$ cat src/rtl/ram_arbiter.sv
// Two-port round-robin arbiter sharing one RAM; one transaction at a time, ack pulses one cycle after completion.
// Optional read timeout enabled by defining RAM_ARB_TIMEOUT_EN (err + all-ones rdata after TIMEOUT wait cycles).
module ram_arbiter #(
    parameter int ADDR_W  = 2,
    parameter int DATA_W  = 8,
    parameter int TIMEOUT = 15
) (
    input  logic              clk,
    input  logic              reset,
    input  logic [1:0]        req,
    input  logic [1:0]        we,
    input  logic [ADDR_W-1:0] addr0,
    input  logic [ADDR_W-1:0] addr1,
    input  logic [DATA_W-1:0] wdata0,
    input  logic [DATA_W-1:0] wdata1,
    output logic [1:0]        ack,
    output logic [DATA_W-1:0] rdata,
    output logic              err,
    output logic              ram_read,
    output logic              ram_write,
    output logic [ADDR_W-1:0] ram_raddr,
    output logic [ADDR_W-1:0] ram_waddr,
    output logic [DATA_W-1:0] ram_wdata,
    input  logic [DATA_W-1:0] ram_rdata,
    input  logic              ram_rready
);

    typedef enum logic [1:0] {IDLE, WRITE, READ_WAIT, DONE} state_t;

    if (TIMEOUT < 1 || TIMEOUT > 255) begin : g_bad_timeout
        $error("TIMEOUT must be in 1..255");
    end

    state_t             state_q, state_d;
    logic               last_q, last_d;
    logic               gnt_q, gnt_d;
    logic [ADDR_W-1:0]  addr_q, addr_d;
    logic [DATA_W-1:0]  wdata_q, wdata_d;
    logic [DATA_W-1:0]  rdata_q, rdata_d;
`ifdef RAM_ARB_TIMEOUT_EN
    logic               err_q, err_d;
    logic [7:0]         cnt_q, cnt_d;
`endif

    always_comb begin
        state_d = state_q;
        last_d  = last_q;
        gnt_d   = gnt_q;
        addr_d  = addr_q;
        wdata_d = wdata_q;
        rdata_d = rdata_q;
`ifdef RAM_ARB_TIMEOUT_EN
        err_d   = err_q;
        cnt_d   = cnt_q;
`endif
        case (state_q)
            IDLE: begin
                if (req != 2'b00) begin
                    // On a tie the requester not served last wins
                    gnt_d   = (req == 2'b11) ? ~last_q : req[1];
                    last_d  = gnt_d;
                    addr_d  = gnt_d ? addr1 : addr0;
                    wdata_d = gnt_d ? wdata1 : wdata0;
                    state_d = we[gnt_d] ? WRITE : READ_WAIT;
`ifdef RAM_ARB_TIMEOUT_EN
                    err_d   = 1'b0;
                    cnt_d   = 8'd0;
`endif
                end
            end
            WRITE: state_d = DONE;
            READ_WAIT: begin
                if (ram_rready) begin
                    rdata_d = ram_rdata;
                    state_d = DONE;
                end
`ifdef RAM_ARB_TIMEOUT_EN
                else if (cnt_q == 8'(TIMEOUT - 1)) begin
                    rdata_d = '1;
                    err_d   = 1'b1;
                    state_d = DONE;
                end else begin
                    cnt_d = cnt_q + 8'd1;
                end
`endif
            end
            DONE: begin
                state_d = IDLE;
`ifdef RAM_ARB_TIMEOUT_EN
                err_d   = 1'b0;
`endif
            end
            default: state_d = IDLE;
        endcase
    end

    always_ff @(posedge clk) begin
        if (reset) begin
            state_q <= IDLE;
            last_q  <= 1'b1;
            gnt_q   <= 1'b0;
            addr_q  <= '0;
            wdata_q <= '0;
            rdata_q <= '0;
`ifdef RAM_ARB_TIMEOUT_EN
            err_q   <= 1'b0;
            cnt_q   <= 8'd0;
`endif
        end else begin
            state_q <= state_d;
            last_q  <= last_d;
            gnt_q   <= gnt_d;
            addr_q  <= addr_d;
            wdata_q <= wdata_d;
            rdata_q <= rdata_d;
`ifdef RAM_ARB_TIMEOUT_EN
            err_q   <= err_d;
            cnt_q   <= cnt_d;
`endif
        end
    end

    assign ram_write = (state_q == WRITE);
    assign ram_read  = (state_q == READ_WAIT);
    assign ram_waddr = addr_q;
    assign ram_raddr = addr_q;
    assign ram_wdata = wdata_q;
    assign rdata     = rdata_q;
    assign ack       = (state_q == DONE) ? (gnt_q ? 2'b10 : 2'b01) : 2'b00;
`ifdef RAM_ARB_TIMEOUT_EN
    assign err       = (state_q == DONE) && err_q;
`else
    assign err       = 1'b0;
`endif

endmodule

$ cat config.mk
export PLATFORM = sky130hd
export DESIGN_NAME = ram_arbiter
export DESIGN_NICKNAME = d
export VERILOG_FILES = /design/src/rtl/ram_arbiter.sv
export SDC_FILE = /design/constraint.sdc
export NUM_CORES = 1
export LEC_CHECK = 0
export ABC_AREA = 1
export ABC_CLOCK_PERIOD_IN_PS = 2900
export CAP_MARGIN = 20
export CORE_MARGIN = 4
export CORE_UTILIZATION = 40
export CTS_CLUSTER_DIAMETER = 150
export DETAILED_ROUTE_END_ITERATION = 8
export GPL_TIMING_DRIVEN = 0
export PLACE_DENSITY = 0.81
export SLEW_MARGIN = 20
export SYNTH_ARGS = -nofsm -noshare
export SYNTH_HDL_FRONTEND = slang
export SYNTH_SLANG_ARGS = --single-unit
$ cat constraint.sdc
create_clock -name clk -period 2.9 [get_ports clk]
set_clock_uncertainty 0.05 [all_clocks]
set_input_delay 0.435 -clock clk [delete_from_list [all_inputs] [get_ports clk]]
set_output_delay 0.435 -clock clk [all_outputs]
set_load 0.05 [all_outputs]
==> results.toml <==
[sta]
rsz0062_at_grt = "false"
slew_violations = 0
period_share_pct = 78.3
slew_headroom_pct = 65.7
worst_slew_pin_slew_ns = 0.513
report.final.setup_viol = 0
fin_tns_setup_ns = 0
layout_min_cycle_time_ns = 2.27
hold_violations = 0
fmax_mhz = 440

[synthesis]
synth_nets = 180
netlist_area_sq_um = 1030
synth_top_flop_cell = "dfxtp_1"
synth_top_area_share_pct = 42.7
syn_inst = 140
avgSynthCellArea_sq_um = 7.36
ys_seq_area_share_pct = 42.7
async_reset_ff_share_pct = 0
yosys_warnings = 0
synthDistinctLibCells = 19
yosysMostFrequentCell = "nand2_1"
ys_ff_latch = 22
yosysTopAreaCell = "dfxtp_1"
synth_common_cells = "nand2_1, dfxtp_1, nor2_1"
synth_edf_count = 0
yosys-top-cells-area = "dfxtp_1, nand2_1, nor2_1"

[clock_tree]
cts_setup_buffers = 0
htreeDepth = 1
cts-resized-gates = 0
cts_made_buffers = 3
clk_pin_slew_worst_paths_ns = 0.11
cts_hold_buf = 0
cts.sinks = 22
cts_tree = "done"
ctsLongestPathBuffers = 2
clk_latency_ns = 0.29
cts-root-buf = "clkbuf_4"

[worst_setup_path]
worstPathCellList = "ha_1 > inv_1 > nor2_1 > clkdlybuf4s50_1"
crit_fanout = 4
cp-startpoint = "state_q[1]"
r2r-start = "state_q[0]"
cp_slowest_cell = "clkdlybuf4s50_1"
setup.worst_path.class = "register to primary output"
endpoint_kind = "primary output"
slowest_delay_ns = 0.81
critPathArrivalTime_ns = 1.79
cp-start-kind = "register"
cp.required_ns = 2.41

[grt]
gr-total-overflow = 0
grt_max_degree = 14
grt_pass1_wl_mm = 4.38
antenna_found_initial = 0
gr-usage-all-layers_pct = 16.3
first_global_vias = 1081

[floorplanning]
dieArea_sq_um = 3450
ios = 60
die_w_microns = 58.8
chipHeight_microns = 58.8
coreArea_sq_um = 2480
initial_core_util_pct = 41.6
rows = 18

[finish]
drive_gt1_share_pct = 8.42
area_growth_pct = 65.0
multi_input_area_sq_um = 475
regArea_sq_um = 440
diodes = 0
fillCellCount = 223
final_nets = 243

[status]
status = "finished, final reports clean"

[route]
wl_per_cell_microns = 12.1
first_iter_violations = 50
vias = 1124
drc = 0
postRouteAntennaNets = 0
routed_wl_mm = 2.81
firstDrtPassIters = 5
vias_per_cell = 4.84

[place]
hpwl_mm = 2.23
place_congestion = 0.785
numPortBuffers = 58

[min_path]
min_path_type = "register to register"
min_from = "rdata[3]"

[run]
max_cap_viol_count = 0

[power]
power_density_nw_per_um2 = 957
power.leakage_uw = 0.000741
total_power_uw = 1630
ir_drop_mv = 0.587
==> layout make-up <==
class                   instances  share of cell area (%)
repair buffers                 58                    34.1
multi-input cells              95                    27.9
flip-flops and latches         22                    25.9
plain buffers                   8                    3.46
inverters                      15                    3.31
well taps                      30                    2.21
clock inverters                 1                    1.76
clock buffers                   3                    1.32
==> stage by stage <==
| stage | cells | setup WS (ns) | utilization (%) | cell area, sq um | hold WS [ns] |
|---|---|---|---|---|---|
| finish | 232 | 0.628 | 68.7 | 1700 | 0.446 |
| global route | 232 | 0.521 | 68.7 | 1700 | 0.471 |
| CTS | 232 | 0.600 | 68.7 | 1700 | 0.446 |
| detailed placement | 228 | 0.948 | 66.6 | 1650 | 0.422 |
| global placement | 228 | 0.975 | 66.6 | 1650 | 0.396 |
| floorplan | 140 | 1.22 | - | 1030 | 0.379 |
==> state kept, by name, summed over array words and instances, names as in the netlist <==
signal	cells
gnt_q	1
last_q	1
ram_raddr	2
ram_wdata	8
rdata	8
state_q	2
==> logic make-up (layout without fill, tap and decap cells) <==
kind of cell | after synthesis | in the layout | share of synthesized area [%]
and+or+nand+nor | 57 | 57 | 22.6
AOI/OAI and AO/OA | 32 | 32 | 17.1
buffers and inverters | 23 | 85 | 11.2
DFF | 22 | 22 | 42.7
adders and majority gates | 5 | 5 | 6.07
other | 1 | 1 | 0.364
==> power by group <==
| part | switching (uW) | internal (uW) |
|---|---|---|
| clock network | 87.4 | 140 |
| logic | 604 | 349 |
| registers | 55.7 | 394 |
| total | 747 | 882 |
==> layer usage <==
layer	track usage [%]	routed length (microns)	vias up
met5	0	0	-
met4	6.80	60	0
met3	2.41	190	6
met2	30.6	1430	43
met1	18.0	1120	505
li1	-	-	570
==> worst max-delay path, delay by kind of cell (launching register included) <==
family,cells,cell delay (ns)
adder cells (fa/ha/maj),1,0.18
buffers and inverters,2,0.85
flip-flops,1,0.39
AND/OR/NAND/NOR,1,0.07
==> path summary, 6_finish.rpt <==
path	cells past startpoint	end	slack (ns)
min	2	rdata[3]	0.45
max reg2reg	6	rdata[6]	1.46
min reg2reg	2	rdata[3]	0.45
max	4	ack[0]	0.63
==> cells in the final DEF, fill, tap and decap left out <==
cell / instances
a21oi_1: 3
a21oi_2: 1
a31oi_1: 10
buf_2: 2
buf_4: 5
buf_6: 1
bufinv_16: 1
clkbuf_4: 3
clkdlybuf4s50_1: 58
conb_1: 1
dfxtp_1: 22
ha_1: 5
inv_1: 14
inv_2: 1
nand2_1: 31
nand3_1: 5
nor2_1: 18
nor2_2: 1
nor2_4: 1
o21ai_0: 8
o21ai_1: 10
or2_2: 1
(Power assumes the default switching activity.)
